--- src/rtl/alarm_scheduler.sv ---
// alarm_scheduler: NUM_SLOTS programmable alarm times sharing one registered ringer.
// Snooze support (target registers, snooze counter) is built only with ALARM_SNOOZE_EN defined.
module alarm_scheduler #(
   parameter int unsigned NUM_SLOTS  = 4,
   parameter int unsigned SLOT_W     = 2,
   parameter int unsigned RING_SECS  = 60,
   parameter int unsigned SNOOZE_MIN = 5,
   parameter int unsigned MAX_SNOOZE = 3
) (
   input  logic              clk_ac,
   input  logic              reset,
   input  logic              sec_tick,
   input  logic [17:0]       clock_inp,
   input  logic              wr_en,
   input  logic [SLOT_W-1:0] wr_slot,
   input  logic [17:0]       wr_time,
   input  logic              wr_enable,
   input  logic              dismiss,
   input  logic              snooze,
   output logic              ot_ac,
   output logic [SLOT_W-1:0] active_slot,
   output logic [1:0]        state,
   output logic [1:0]        snooze_left
);

   typedef enum logic [1:0] {
      S_IDLE   = 2'b00,
      S_RING   = 2'b01,
      S_SNOOZE = 2'b10
   } state_t;

   state_t              cur_q, nxt;
   logic [17:0]         slot_time_q [NUM_SLOTS];
   logic [NUM_SLOTS-1:0] slot_en_q;
   logic [7:0]          ring_cnt_q, ring_cnt_d;
   logic [SLOT_W-1:0]   slot_q, slot_d;
   logic [1:0]          left_q, left_d;
   logic                ot_q;
   logic                match_any;
   logic [SLOT_W-1:0]   match_idx;
   logic                cancel;
   logic                ring_done;

`ifdef ALARM_SNOOZE_EN
   logic [17:0] tgt_q, tgt_d;
   logic [17:0] snz_target;
   logic [6:0]  mm_sum;
   logic [5:0]  hh_next;

   always_comb begin
      mm_sum  = {1'b0, clock_inp[11:6]} + 7'(SNOOZE_MIN);
      hh_next = clock_inp[17:12];
      if (mm_sum >= 7'd60) begin
         mm_sum  = mm_sum - 7'd60;
         hh_next = (clock_inp[17:12] == 6'd23) ? '0 : clock_inp[17:12] + 6'd1;
      end
      snz_target = {hh_next, mm_sum[5:0], clock_inp[5:0]};
   end
`else
   logic [9:0] unused_snooze_cfg;
   assign unused_snooze_cfg = {snooze, 7'(SNOOZE_MIN), 2'(MAX_SNOOZE)};
`endif

   // Scan high-to-low so the lowest matching index is the one left standing.
   always_comb begin
      match_any = 1'b0;
      match_idx = '0;
      for (int unsigned i = 0; i < NUM_SLOTS; i++) begin
         if (slot_en_q[NUM_SLOTS-1-i] && (slot_time_q[NUM_SLOTS-1-i] == clock_inp)) begin
            match_any = 1'b1;
            match_idx = SLOT_W'(NUM_SLOTS-1-i);
         end
      end
   end

   assign cancel    = wr_en && (wr_slot == slot_q) && !wr_enable;
   assign ring_done = (({1'b0, ring_cnt_q} + 9'd1) == 9'(RING_SECS));

   always_comb begin
      nxt        = cur_q;
      slot_d     = slot_q;
      left_d     = left_q;
      ring_cnt_d = ring_cnt_q;
`ifdef ALARM_SNOOZE_EN
      tgt_d      = tgt_q;
`endif
      case (cur_q)
         S_IDLE: begin
            if (sec_tick && match_any) begin
               nxt        = S_RING;
               slot_d     = match_idx;
               ring_cnt_d = '0;
`ifdef ALARM_SNOOZE_EN
               left_d     = 2'(MAX_SNOOZE);
`endif
            end
         end
         S_RING: begin
            if (dismiss || cancel) begin
               nxt = S_IDLE;
`ifdef ALARM_SNOOZE_EN
            end else if (snooze && (left_q != 2'd0)) begin
               nxt    = S_SNOOZE;
               tgt_d  = snz_target;
               left_d = left_q - 2'd1;
`endif
            end else if (sec_tick) begin
               ring_cnt_d = ring_cnt_q + 8'd1;
               if (ring_done) begin
                  nxt = S_IDLE;
               end
            end
         end
`ifdef ALARM_SNOOZE_EN
         S_SNOOZE: begin
            if (dismiss || cancel) begin
               nxt = S_IDLE;
            end else if (sec_tick && (clock_inp == tgt_q)) begin
               nxt        = S_RING;
               ring_cnt_d = '0;
            end
         end
`endif
         default: nxt = S_IDLE;
      endcase
   end

   always_ff @(posedge clk_ac) begin
      if (reset) begin
         cur_q      <= S_IDLE;
         slot_q     <= '0;
         left_q     <= '0;
         ring_cnt_q <= '0;
         ot_q       <= 1'b0;
         slot_en_q  <= '0;
         for (int unsigned i = 0; i < NUM_SLOTS; i++) begin
            slot_time_q[i] <= '0;
         end
      end else begin
         cur_q      <= nxt;
         slot_q     <= slot_d;
         left_q     <= left_d;
         ring_cnt_q <= ring_cnt_d;
         ot_q       <= (nxt == S_RING);
         if (wr_en && (32'(wr_slot) < NUM_SLOTS)) begin
            slot_time_q[wr_slot] <= wr_time;
            slot_en_q[wr_slot]   <= wr_enable;
         end
      end
   end

`ifdef ALARM_SNOOZE_EN
   always_ff @(posedge clk_ac) begin
      if (reset) begin
         tgt_q <= '0;
      end else begin
         tgt_q <= tgt_d;
      end
   end
`endif

   assign ot_ac       = ot_q;
   assign active_slot = slot_q;
   assign state       = cur_q;
   assign snooze_left = left_q;

endmodule

--- config.mk ---
export PLATFORM = sky130hd
export DESIGN_NAME = alarm_scheduler
export DESIGN_NICKNAME = d
export VERILOG_FILES = /design/src/rtl/alarm_scheduler.sv
export SDC_FILE = /design/constraint.sdc
export NUM_CORES = 1
export LEC_CHECK = 0
export BUFFER_PORTS_ARGS = -buffer_cell sky130_fd_sc_hd__buf_2
export CORE_MARGIN = 5
export CORE_UTILIZATION = 45
export DETAILED_ROUTE_END_ITERATION = 10
export GPL_TIMING_DRIVEN = 0
export HOLD_SLACK_MARGIN = 0.1
export SLEW_MARGIN = 25
export SYNTH_ARGS = -nofsm -noshare
export SYNTH_HDL_FRONTEND = slang
export SYNTH_SLANG_ARGS = --single-unit
export TNS_END_PERCENT = 5
--- constraint.sdc ---
create_clock -name clk_ac -period 2.9 [get_ports clk_ac]
set_input_delay 0.58 -clock clk_ac [delete_from_list [all_inputs] [get_ports clk_ac]]
set_output_delay 0.58 -clock clk_ac [all_outputs]
set_load 0.02 [all_outputs]
==> results by group, run 1 <==
Pwr
  – Cell-internal power: 2.00 mW
  – Total power: 2.68 mW
  – Sequential share of power: 0.560
  – Power density cells: 538 nW/um2
  – Comb pwr share: 0.120
  – Psw: 0.679 mW
  – Pleak: 1.88 nW
  – Worst VDD drop: 0.218 mV
  – Sw frac: 0.253
  – Clk pwr share: 0.321

Layout
  – Syn-to-layout area delta: 12.8%
  – Most frequent cells in the layout: edfxtp_1, nor2_1, xnor2_1
  – Most common cell after layout, fill and taps aside: edfxtp_1
  – Number of antenna diodes: 0
  – Nets: 487
  – Filler cell count: 886
  – Share of cells above drive strength 1: 0.170

Logic synthesis
  – Number of synthesized register bits: 89
  – Yosys top cell area share: 0.490
  – Yosys warning count: 0
  – Largest cells by area after synthesis: edfxtp_1, xnor2_1, dfxtp_1
  – Syn Inst Count: 392
  – Netlist Area Pre-Place: 4420 um2
  – Netlist cell types: 42
  – Synth area leader: edfxtp_1
  – Syn_area_per_cell: 11.3 um2
  – Sequential fraction of the synthesis area: 0.567

Setup path
  – Crit path cell chain: xnor2_1 -> nand4_1 -> nor4_1 -> nand4_1 -> a31oi_4 -> or2_1 -> buf_6 -> mux2i_1
  – Crit path max-delay cell type: nor4_1
  – Crit path launch type: flip-flop
  – WP data required: 3200 ps
  – Critical Path Sink Type: flip-flop
  – Max incr delay on CP: 470 ps
  – Data arrival, critical path: 2860 ps
  – Most frequent CP cell: nand4_1
  – Crit-path max FO: 9
  – Crit Path Category: reg2reg

STA
  – Final min period: 2560 ps
  – Fin. Hold Viols: 0
  – TNS Setup: 0 ps
  – Worst-Margin Slew: 741 ps
  – Worst setup margin: 338 ps
  – Final Hold Slack: 482 ps
  – Setup Viol. Count Final: 0
  – Worst Skew: 14.2 ps
  – Worst relative slew slack: 0.506
  – RSZ-0062 raised after global routing: false
  – Max-slew violations: 0
  – Tcrit/Tclk final: 0.883
  – Max Freq: 390 MHz

Route
  – DRC: 0
  – Max Used Layer: met4
  – WL met3: 547 um
  – Final wirelength: 10100 um
  – Via count: 2910
  – Initial drt markers: 148
  – Drt via density: 5.03
  – Metal-1 WL: 4670 um
  – WL/cell: 17.4 um
  – Remaining antenna violation count: 0
  – WL met2: 4650 um
  – DR pass1 iterations: 4

Place
  – DPL Wire Length: 7200 um
  – RePlAce Congestion: 0.846
  – DP Worst Slack: 18.8 ps
  – IO Port Bufs: 34

Clock tree
  – H-Tree Depth: 3
  – PostCTS Resize Cnt: 0
  – Worst-case clock buffer depth: 2
  – Clk pin slew, worst setup/hold paths: 90 ps
  – Clock Root Buffer: clkbuf_8
  – TritonCTS buffer count: 9
  – Clock latency on the worst-skew pair: 360 ps
  – CTS tree: done
  – Cts hold-fix bufs: 0
  – Sinks on Clock Net: 89
  – Post-CTS Setup Bufs: 0

Global routing
  – Grt ovf: 0
  – Pin count of the biggest net entering global routing: 19
  – Vias in the first global route: 2901
  – Antenna violations before repair: 0
  – All-Layer GR Usage: 0.182
  – First-pass GRT wire length: 15600 um

Floorplanning
  – Starting Density: 0.456
  – Die area: 11900 um2
  – Vert. Die Dim: 109 um
  – IO Count: 52
  – Row cnt: 36
  – Core area: 9680 um2
  – Die Span X: 109 um

Status
  – Outcome: finished, final reports clean

Min path
  – Hold Crit Class: reg2reg

Job
  – Total of max-cap violations: 0
-- flip-flops by register name, summed over array words and instances, names as in the netlist --
register and cells:
state 2, ring_cnt_q 8, ot_ac 1, slot_time_q 72
slot_en_q 4, active_slot 2
-- cell type report --
| type | instances | area [um2] | share of cell area |
|---|---|---|---|
| buffer | 27 | 196 | 0.0395 |
| clock buffer | 9 | 124 | 0.0249 |
| clock inverter | 7 | 67.6 | 0.0136 |
| inverter | 21 | 78.8 | 0.0158 |
| multi-input combinational | 257 | 1650 | 0.331 |
| sequential | 89 | 2500 | 0.503 |
| tap | 133 | 166 | 0.0334 |
| timing repair buffer | 36 | 193 | 0.0387 |
-- logic make-up after synthesis --
group | share of synthesized area
AOI/OAI and AO/OA | 0.0383
adders and majority gates | 0.00283
other | 0.000849
xor gates and xnor gates | 0.157
DFF | 0.567
buffers and inverters | 0.0623
muxes | 0.00907
and+or+nand+nor | 0.163
-- metal layers --
| layer | global-route usage | vias to the layer above |
|---|---|---|
| met4 | 0.0784 | 0 |
| met5 | 0 | - |
| met3 | 0.0361 | 16 |
| met1 | 0.256 | 1395 |
| met2 | 0.275 | 80 |
| li1 | - | 1419 |
-- power by group through the flow --
stage                     clock network, mW  registers, mW  logic, mW
after floorplan                           0           1.52      0.214
after global placement                    0           1.53      0.315
after detailed placement                  0           1.53      0.319
after CTS                             0.869           1.50      0.321
after global routing                  0.924           1.51      0.349
final                                 0.859           1.50      0.321
-- synth_stat cells, drive strengths merged --
| master | n |
|---|---|
| nand4 | 18 |
| nand3 | 6 |
| buf | 19 |
| dfxtp | 17 |
| edfxtp | 72 |
| a31oi | 1 |
| conb | 1 |
| nor3 | 9 |
| inv | 21 |
| or2 | 2 |
| nand4b | 1 |
| a21bo | 2 |
| and2 | 2 |
| nor4 | 3 |
| a32o | 4 |
| o21ai | 2 |
| ha | 1 |
| nor4b | 2 |
| nand3b | 2 |
| mux2i | 4 |
| a21oi | 4 |
| nor2 | 69 |
| nor2b | 2 |
| and3 | 2 |
| xnor2 | 66 |
| nand2 | 27 |
| o22ai | 4 |
| a31o | 1 |
| nand2b | 7 |
| nor3b | 1 |
| xor2 | 10 |
| clkbuf | 8 |
| a211oi | 1 |
| a32oi | 1 |
-- metrics by stage --
stage,std cells,area (um2),utilization
floorplan,394,4420,-
global placement,561,4760,0.491
detailed placement,562,4770,0.493
CTS,578,4960,0.513
global route,579,4980,0.514
finish,579,4980,0.514
-- critical path: cells and delay by family, from the launching register on --
kind | cells | cell delay (ps)
DFF | 1 | 400
and+or+nand+nor | 4 | 1130
muxes | 1 | 170
xor gates and xnor gates | 1 | 340
buffers and inverters | 1 | 120
AOI/OAI and AO/OA | 1 | 340
-- final timing paths --
path	from	to	slack [ps]	depth (start not counted)
setup reg to reg	slot_time_q[3][14]	ring_cnt_q[1]	340	8
setup / recovery	slot_time_q[3][14]	ring_cnt_q[1]	340	8
hold / removal	slot_en_q[0]	slot_en_q[0]	480	2
hold reg to reg	slot_en_q[0]	slot_en_q[0]	480	2
(Power assumes the default switching activity.)
==> inputs of run 2 (changes only) <==
--- a/config.mk
+++ b/config.mk
@@ -7,7 +7,7 @@
 export LEC_CHECK = 0
 export BUFFER_PORTS_ARGS = -buffer_cell sky130_fd_sc_hd__buf_2
 export CORE_MARGIN = 5
-export CORE_UTILIZATION = 45
+export CORE_UTILIZATION = 41
 export DETAILED_ROUTE_END_ITERATION = 10
 export GPL_TIMING_DRIVEN = 0
 export HOLD_SLACK_MARGIN = 0.1
==> run 2 against run 1 <==
Flip-flop and latch count unchanged. Clock skew about the same. Worst hold slack better by 7.0 ps. First-iteration DRC count up 23%. Wire length down 1.3%. Via count down 1.3%. Global-route usage down 2.3 points. Sequential power about the same. Setup slack better by 92 ps.
==> results by group, run 2 (synthesis results as in run 1) <==
Min path
  – Hold Crit Class: reg2reg (unchanged)
  – Hold Path End: slot_en_q[0] (unchanged)
  – Hold Crit Depth: 2 (unchanged)
  – HP Start: slot_en_q[0] (unchanged)

Place
  – DP Worst Slack: 127 ps (was 18.8 ps)
  – RePlAce Congestion: 0.823 (was 0.846)
  – DPL Wire Length: 7340 um (was 7200 um)
  – Placed Cells: 565 (was 562)
  – IO Port Bufs: 34 (unchanged)

Global routing
  – Vias in the first global route: 2847 (was 2901)
  – Antenna violations before repair: 0 (unchanged)
  – All-Layer GR Usage: 0.159 (was 0.182)
  – First-pass GRT wire length: 15300 um (was 15600 um)
  – Pin count of the biggest net entering global routing: 19 (unchanged)
  – Grt ovf: 0 (unchanged)

Status
  – Outcome: finished, final reports clean (unchanged)

STA
  – Max-slew violations: 0 (unchanged)
  – Worst relative slew slack: 0.337 (was 0.506)
  – TNS Setup: 0 ps (unchanged)
  – Worst Skew: 13.9 ps (was 14.2 ps)
  – Setup Viol. Count Final: 0 (unchanged)
  – Max Freq: 405 MHz (was 390 MHz)
  – Worst-Margin Slew: 995 ps (was 741 ps)
  – RSZ-0062 raised after global routing: false (unchanged)
  – Final Hold Slack: 489 ps (was 482 ps)
  – Final min period: 2470 ps (was 2560 ps)
  – Worst setup margin: 431 ps (was 338 ps)
  – Fin. Hold Viols: 0 (unchanged)
  – Tcrit/Tclk final: 0.851 (was 0.883)

Pwr
  – Comb pwr share: 0.125 (was 0.120)
  – Worst VDD drop: 0.216 mV (was 0.218 mV)
  – Clk pwr share: 0.278 (was 0.321)
  – Sequential share of power: 0.596 (was 0.560)
  – Cell-internal power: 1.90 mW (was 2.00 mW)
  – Pleak: 1.86 nW (was 1.88 nW)
  – Sw frac: 0.247 (was 0.253)
  – Psw: 0.621 mW (was 0.679 mW)
  – Power density cells: 512 nW/um2 (was 538 nW/um2)

Clock tree
  – Clk pin slew, worst setup/hold paths: 80 ps (was 90 ps)
  – Cts hold-fix bufs: 0 (unchanged)
  – Sinks on Clock Net: 89 (unchanged)
  – CTS tree: done (unchanged)
  – Worst-case clock buffer depth: 2 (unchanged)
  – H-Tree Depth: 3 (unchanged)
  – PostCTS Resize Cnt: 0 (unchanged)
  – TritonCTS buffer count: 9 (unchanged)
  – Clock latency on the worst-skew pair: 350 ps (was 360 ps)
  – Post-CTS Setup Bufs: 0 (unchanged)
  – Clock Root Buffer: clkbuf_8 (unchanged)

Layout
  – Multi-input gate area: 1650 um2 (unchanged)
  – FF+latch area: 2500 um2 (unchanged)
  – Finished Layout Cells: 578 (was 579)
  – Most frequent cells in the layout: edfxtp_1, nor2_1, xnor2_1 (unchanged)
  – Number of antenna diodes: 0 (unchanged)
  – Nets: 486 (was 487)
  – Most common cell after layout, fill and taps aside: edfxtp_1 (unchanged)
  – Top flop regs: slot_time_q x72, ring_cnt_q x8, slot_en_q x4 (unchanged)
  – Max reg flops: 72 (unchanged)
  – Filler cell count: 990 (was 886)
  – Largest Register: slot_time_q (unchanged)
  – Share of cells above drive strength 1: 0.161 (was 0.170)
  – Syn-to-layout area delta: 11.4% (was 12.8%)

Setup path
  – Worst r2r path cells: 8 (unchanged)
  – WP data required: 3170 ps (was 3200 ps)
  – Crit-path max FO: 9 (unchanged)
  – Crit path launch type: flip-flop (unchanged)
  – Worst R2R Start: slot_time_q[3][14] (unchanged)
  – Flop2flop setup slack: 430 ps (was 340 ps)
  – Data arrival, critical path: 2740 ps (was 2860 ps)
  – Crit Path Category: reg2reg (unchanged)
  – Critical Path Sink Type: flip-flop (unchanged)
  – Reg2reg end: ring_cnt_q[1] (unchanged)

Job
  – Total of max-cap violations: 0 (unchanged)

Floorplanning
  – Vert. Die Dim: 114 um (was 109 um)
  – Row cnt: 37 (was 36)
  – Starting Density: 0.424 (was 0.456)
  – Die Span X: 114 um (was 109 um)
  – Core area: 10400 um2 (was 9680 um2)
  – Die area: 12900 um2 (was 11900 um2)
  – IO Count: 52 (unchanged)

Route
  – WL/cell: 17.2 um (was 17.4 um)
  – DRC: 0 (unchanged)
  – DR pass1 iterations: 5 (was 4)
  – Drt via density: 4.97 (was 5.03)
  – Remaining antenna violation count: 0 (unchanged)
  – Final wirelength: 9940 um (was 10100 um)
  – Initial drt markers: 182 (was 148)
  – Via count: 2872 (was 2910)
[run 2: per-layer routing]
metal / track usage / vias to the layer above / wire (um)
li1: - / 1415 / -
met1: 0.225 / 1388 / 4810
met2: 0.249 / 61 / 4550
met3: 0.0355 / 8 / 496
met4: 0.0428 / 0 / 85
met5: 0 / - / 0
[run 2: area by class of cell]
type                    count  share of cell area
well taps                 136              0.0346
flip-flops and latches     89               0.509
clock inverters             2             0.00178
plain buffers              27              0.0399
clock buffers              11              0.0267
multi-input cells         257               0.335
inverters                  21              0.0160
repair buffers             35              0.0369
[run 2: worst max-delay path by stage]
stage	startpoint	endpoint	slack [ps]	cells past startpoint
CTS	slot_time_q[3][14]	ring_cnt_q[1]	390	8
global placement	clock_inp[14]	ring_cnt_q[1]	180	9
finish	slot_time_q[3][14]	ring_cnt_q[1]	430	8
detailed placement	clock_inp[14]	ring_cnt_q[1]	130	9
floorplan	clock_inp[8]	ring_cnt_q[1]	740	9
global route	slot_time_q[3][14]	ring_cnt_q[1]	270	8
[run 2: per-stage QoR]
step / instance area [um2] / util / power (mW)
floorplan: 4420 / - / 1.74
global placement: 4760 / 0.457 / 1.84
detailed placement: 4780 / 0.459 / 1.85
CTS: 4920 / 0.472 / 2.54
global route: 4920 / 0.472 / 2.62
finish: 4920 / 0.472 / 2.52
[run 2: power by group through the flow]
stage | sequential (mW) | clock (mW) | combinational (mW)
after CTS | 1.50 | 0.721 | 0.320
after global routing | 1.51 | 0.771 | 0.345
final | 1.50 | 0.701 | 0.316
after detailed placement | 1.53 | 0 | 0.317
after floorplan | 1.52 | 0 | 0.214
after global placement | 1.53 | 0 | 0.314
[run 2: worst max-delay path, cell delays in order (launching register included)]
cell	delay, ps
edfxtp_1	380
xnor2_1	260
nand4_1	180
nor4_1	490
nand4_1	270
a31oi_4	340
or2_1	170
buf_6	120
mux2i_1	180
==> inputs of run 3 (changes only) <==
--- a/config.mk
+++ b/config.mk
@@ -8,9 +8,12 @@
 export BUFFER_PORTS_ARGS = -buffer_cell sky130_fd_sc_hd__buf_2
 export CORE_MARGIN = 5
 export CORE_UTILIZATION = 41
+export CTS_CLUSTER_DIAMETER = 60
 export DETAILED_ROUTE_END_ITERATION = 10
 export GPL_TIMING_DRIVEN = 0
 export HOLD_SLACK_MARGIN = 0.1
+export RECOVER_POWER = 50
+export REMOVE_ABC_BUFFERS = 1
 export SLEW_MARGIN = 25
 export SYNTH_ARGS = -nofsm -noshare
 export SYNTH_HDL_FRONTEND = slang
==> run 3 against run 2 <==
Largest power group unchanged. Cell count shrank 1.9%. Fmax fell by 1.8%. Largest cell class unchanged. Setup slack got worse by 44 ps. Highest routed layer unchanged. Clock power rose by 18%. Total power increased by 4.1%. Utilization is 0.96 points lower. Register-to-register slack got worse by 40 ps. Clock skew shrank 3.9 ps.
==> results by group, run 3 (synthesis results as in run 1) <==
Layout
  – Final Cell Area: 4820 um2 (was 4920 um2)
  – Multi-input gate area: 1650 um2 (about the same)
  – Number of antenna diodes: 0 (unchanged)
  – Nets: 473 (was 486)
  – Finished Layout Cells: 567 (was 578)
  – Largest Register: slot_time_q (unchanged)
  – Filler cell count: 1008 (was 990)
  – Syn-to-layout area delta: 9.15% (was 11.4%)
  – Most frequent cells in the layout: edfxtp_1, nor2_1, xnor2_1 (unchanged)
  – Top flop regs: slot_time_q x72, ring_cnt_q x8, slot_en_q x4 (unchanged)
  – Max reg flops: 72 (unchanged)
  – Share of cells above drive strength 1: 0.146 (was 0.161)
  – FF+latch area: 2500 um2 (unchanged)
  – Final core occ: 0.463 (was 0.472)
  – Most common cell after layout, fill and taps aside: edfxtp_1 (unchanged)

STA
  – Worst relative slew slack: 0.303 (was 0.337)
  – Final min period: 2510 ps (was 2470 ps)
  – Final Hold Slack: 482 ps (was 489 ps)
  – Worst-Margin Slew: 1040 ps (was 995 ps)
  – RSZ-0062 raised after global routing: false (unchanged)
  – Worst setup margin: 387 ps (was 431 ps)
  – Max Freq: 398 MHz (was 405 MHz)
  – Setup Viol. Count Final: 0 (unchanged)
  – Tcrit/Tclk final: 0.867 (was 0.851)
  – Max-slew violations: 0 (unchanged)
  – Worst Skew: 9.94 ps (was 13.9 ps)
  – Fin. Hold Viols: 0 (unchanged)

Setup path
  – Worst r2r path cells: 7 (was 8)
  – Crit path max-delay cell type: nor4_1 (unchanged)
  – Critical path buffers and inverters: 0 (was 1)
  – Crit-path leading delay family: simple AND/OR/NAND/NOR gates (unchanged)
  – Crit path launch type: flip-flop (unchanged)
  – Max incr delay on CP: 470 ps (was 490 ps)
  – Crit path cell chain: xnor2_1 -> nand4_1 -> nor4_1 -> nand4_1 -> a31oi_4 -> or2_1 -> mux2i_1 (was xnor2_1 -> nand4_1 -> nor4_1 -> nand4_1 -> a31oi_4 -> or2_1 -> buf_6 -> mux2i_1)
  – Crit-path max FO: 9 (unchanged)
  – Crit Path Category: reg2reg (unchanged)
  – WP data required: 3180 ps (was 3170 ps)
  – Data arrival, critical path: 2800 ps (was 2740 ps)
  – Most frequent CP cell: nand4_1 (unchanged)
  – Stages on the worst setup path: 7 (was 8)
  – Critical Path Sink Type: flip-flop (unchanged)

Floorplanning
  – Starting Density: 0.424 (unchanged)
  – Die Span X: 114 um (unchanged)
  – Vert. Die Dim: 114 um (unchanged)
  – Core area: 10400 um2 (unchanged)
  – Row cnt: 37 (unchanged)
  – Die area: 12900 um2 (unchanged)
  – IO Count: 52 (unchanged)

Route
  – DRC: 0 (unchanged)
  – Remaining antenna violation count: 0 (unchanged)
  – Via count: 2815 (was 2872)
  – WL/cell: 16.5 um (was 17.2 um)
  – Final wirelength: 9350 um (was 9940 um)
  – DR pass1 iterations: 4 (was 5)
  – Initial drt markers: 173 (was 182)
  – Drt via density: 4.96 (was 4.97)

Status
  – Outcome: finished, final reports clean (unchanged)

Clock tree
  – Cts hold-fix bufs: 0 (unchanged)
  – Sinks on Clock Net: 89 (unchanged)
  – H-Tree Depth: 3 (unchanged)
  – Clock Root Buffer: clkbuf_8 (unchanged)
  – Worst-case clock buffer depth: 2 (unchanged)
  – TritonCTS buffer count: 9 (unchanged)
  – CTS tree: done (unchanged)
  – Post-CTS Setup Bufs: 0 (unchanged)
  – Clock latency on the worst-skew pair: 350 ps (about the same)
  – PostCTS Resize Cnt: 0 (unchanged)
  – Clk pin slew, worst setup/hold paths: 90 ps (was 80 ps)

Place
  – IO Port Bufs: 48 (was 34)
  – DP Worst Slack: -79.4 ps (was 127 ps)
  – Placed Cells: 552 (was 565)
  – DPL Wire Length: 6570 um (was 7340 um)
  – RePlAce Congestion: 0.776 (was 0.823)
  – Placed cell area: 4650 um2 (was 4780 um2)

Pwr
  – Power density cells: 544 nW/um2 (was 512 nW/um2)
  – Pleak: 1.79 nW (was 1.86 nW)
  – Worst VDD drop: 0.298 mV (was 0.216 mV)

Global routing
  – Grt ovf: 0 (unchanged)
  – Antenna violations before repair: 0 (unchanged)
  – Pin count of the biggest net entering global routing: 21 (was 19)
  – Vias in the first global route: 2831 (was 2847)
  – First-pass GRT wire length: 15000 um (was 15300 um)
  – All-Layer GR Usage: 0.151 (was 0.159)

Min path
  – Hold Crit Class: reg2reg (unchanged)
  – Hold Crit Depth: 2 (unchanged)

Job
  – Total of max-cap violations: 0 (unchanged)
## run 3: final timing paths
check,startpoint,slack [ps],end
worst max-delay path,slot_time_q[3][10],390,ring_cnt_q[1]
worst min-delay path,slot_en_q[0],480,slot_en_q[0]
worst max register to register,slot_time_q[3][10],390,ring_cnt_q[1]
worst min register to register,slot_en_q[0],480,slot_en_q[0]
## run 3: worst min-delay path, stage by stage (launching register included)
cell and delay [ps]:
dfxtp_1 330, nand2_1 60, a21oi_1 50
## run 3: per-stage QoR
stage / setup TNS [ps] / power [mW]
CTS: 0 / 2.64
global route: 0 / 2.73
finish: 0 / 2.62
detailed placement: -1410 / 1.83
floorplan: 0 / 1.70
global placement: -32.0 / 1.82
## run 3: final cells by class
class,count,share of cell area
inverter,21,0.0164
multi-input combinational,257,0.342
clock inverter,5,0.0117
sequential,89,0.519
tap,136,0.0353
clock buffer,10,0.0265
timing repair buffer,49,0.0491
## run 3: layer usage
layer / up-vias / GRT usage / part of all wire
met2: 80 / 0.241 / 0.47
met5: - / 0 / 0
met4: 0 / 0.0325 / 0.012
met3: 9 / 0.0398 / 0.063
met1: 1336 / 0.210 / 0.45
li1: 1390 / - / -
## run 3: power breakdown
group          internal [mW]  switching (mW)
logic                  0.122           0.169
clock network          0.394           0.435
registers               1.46          0.0352
total                   1.98           0.640
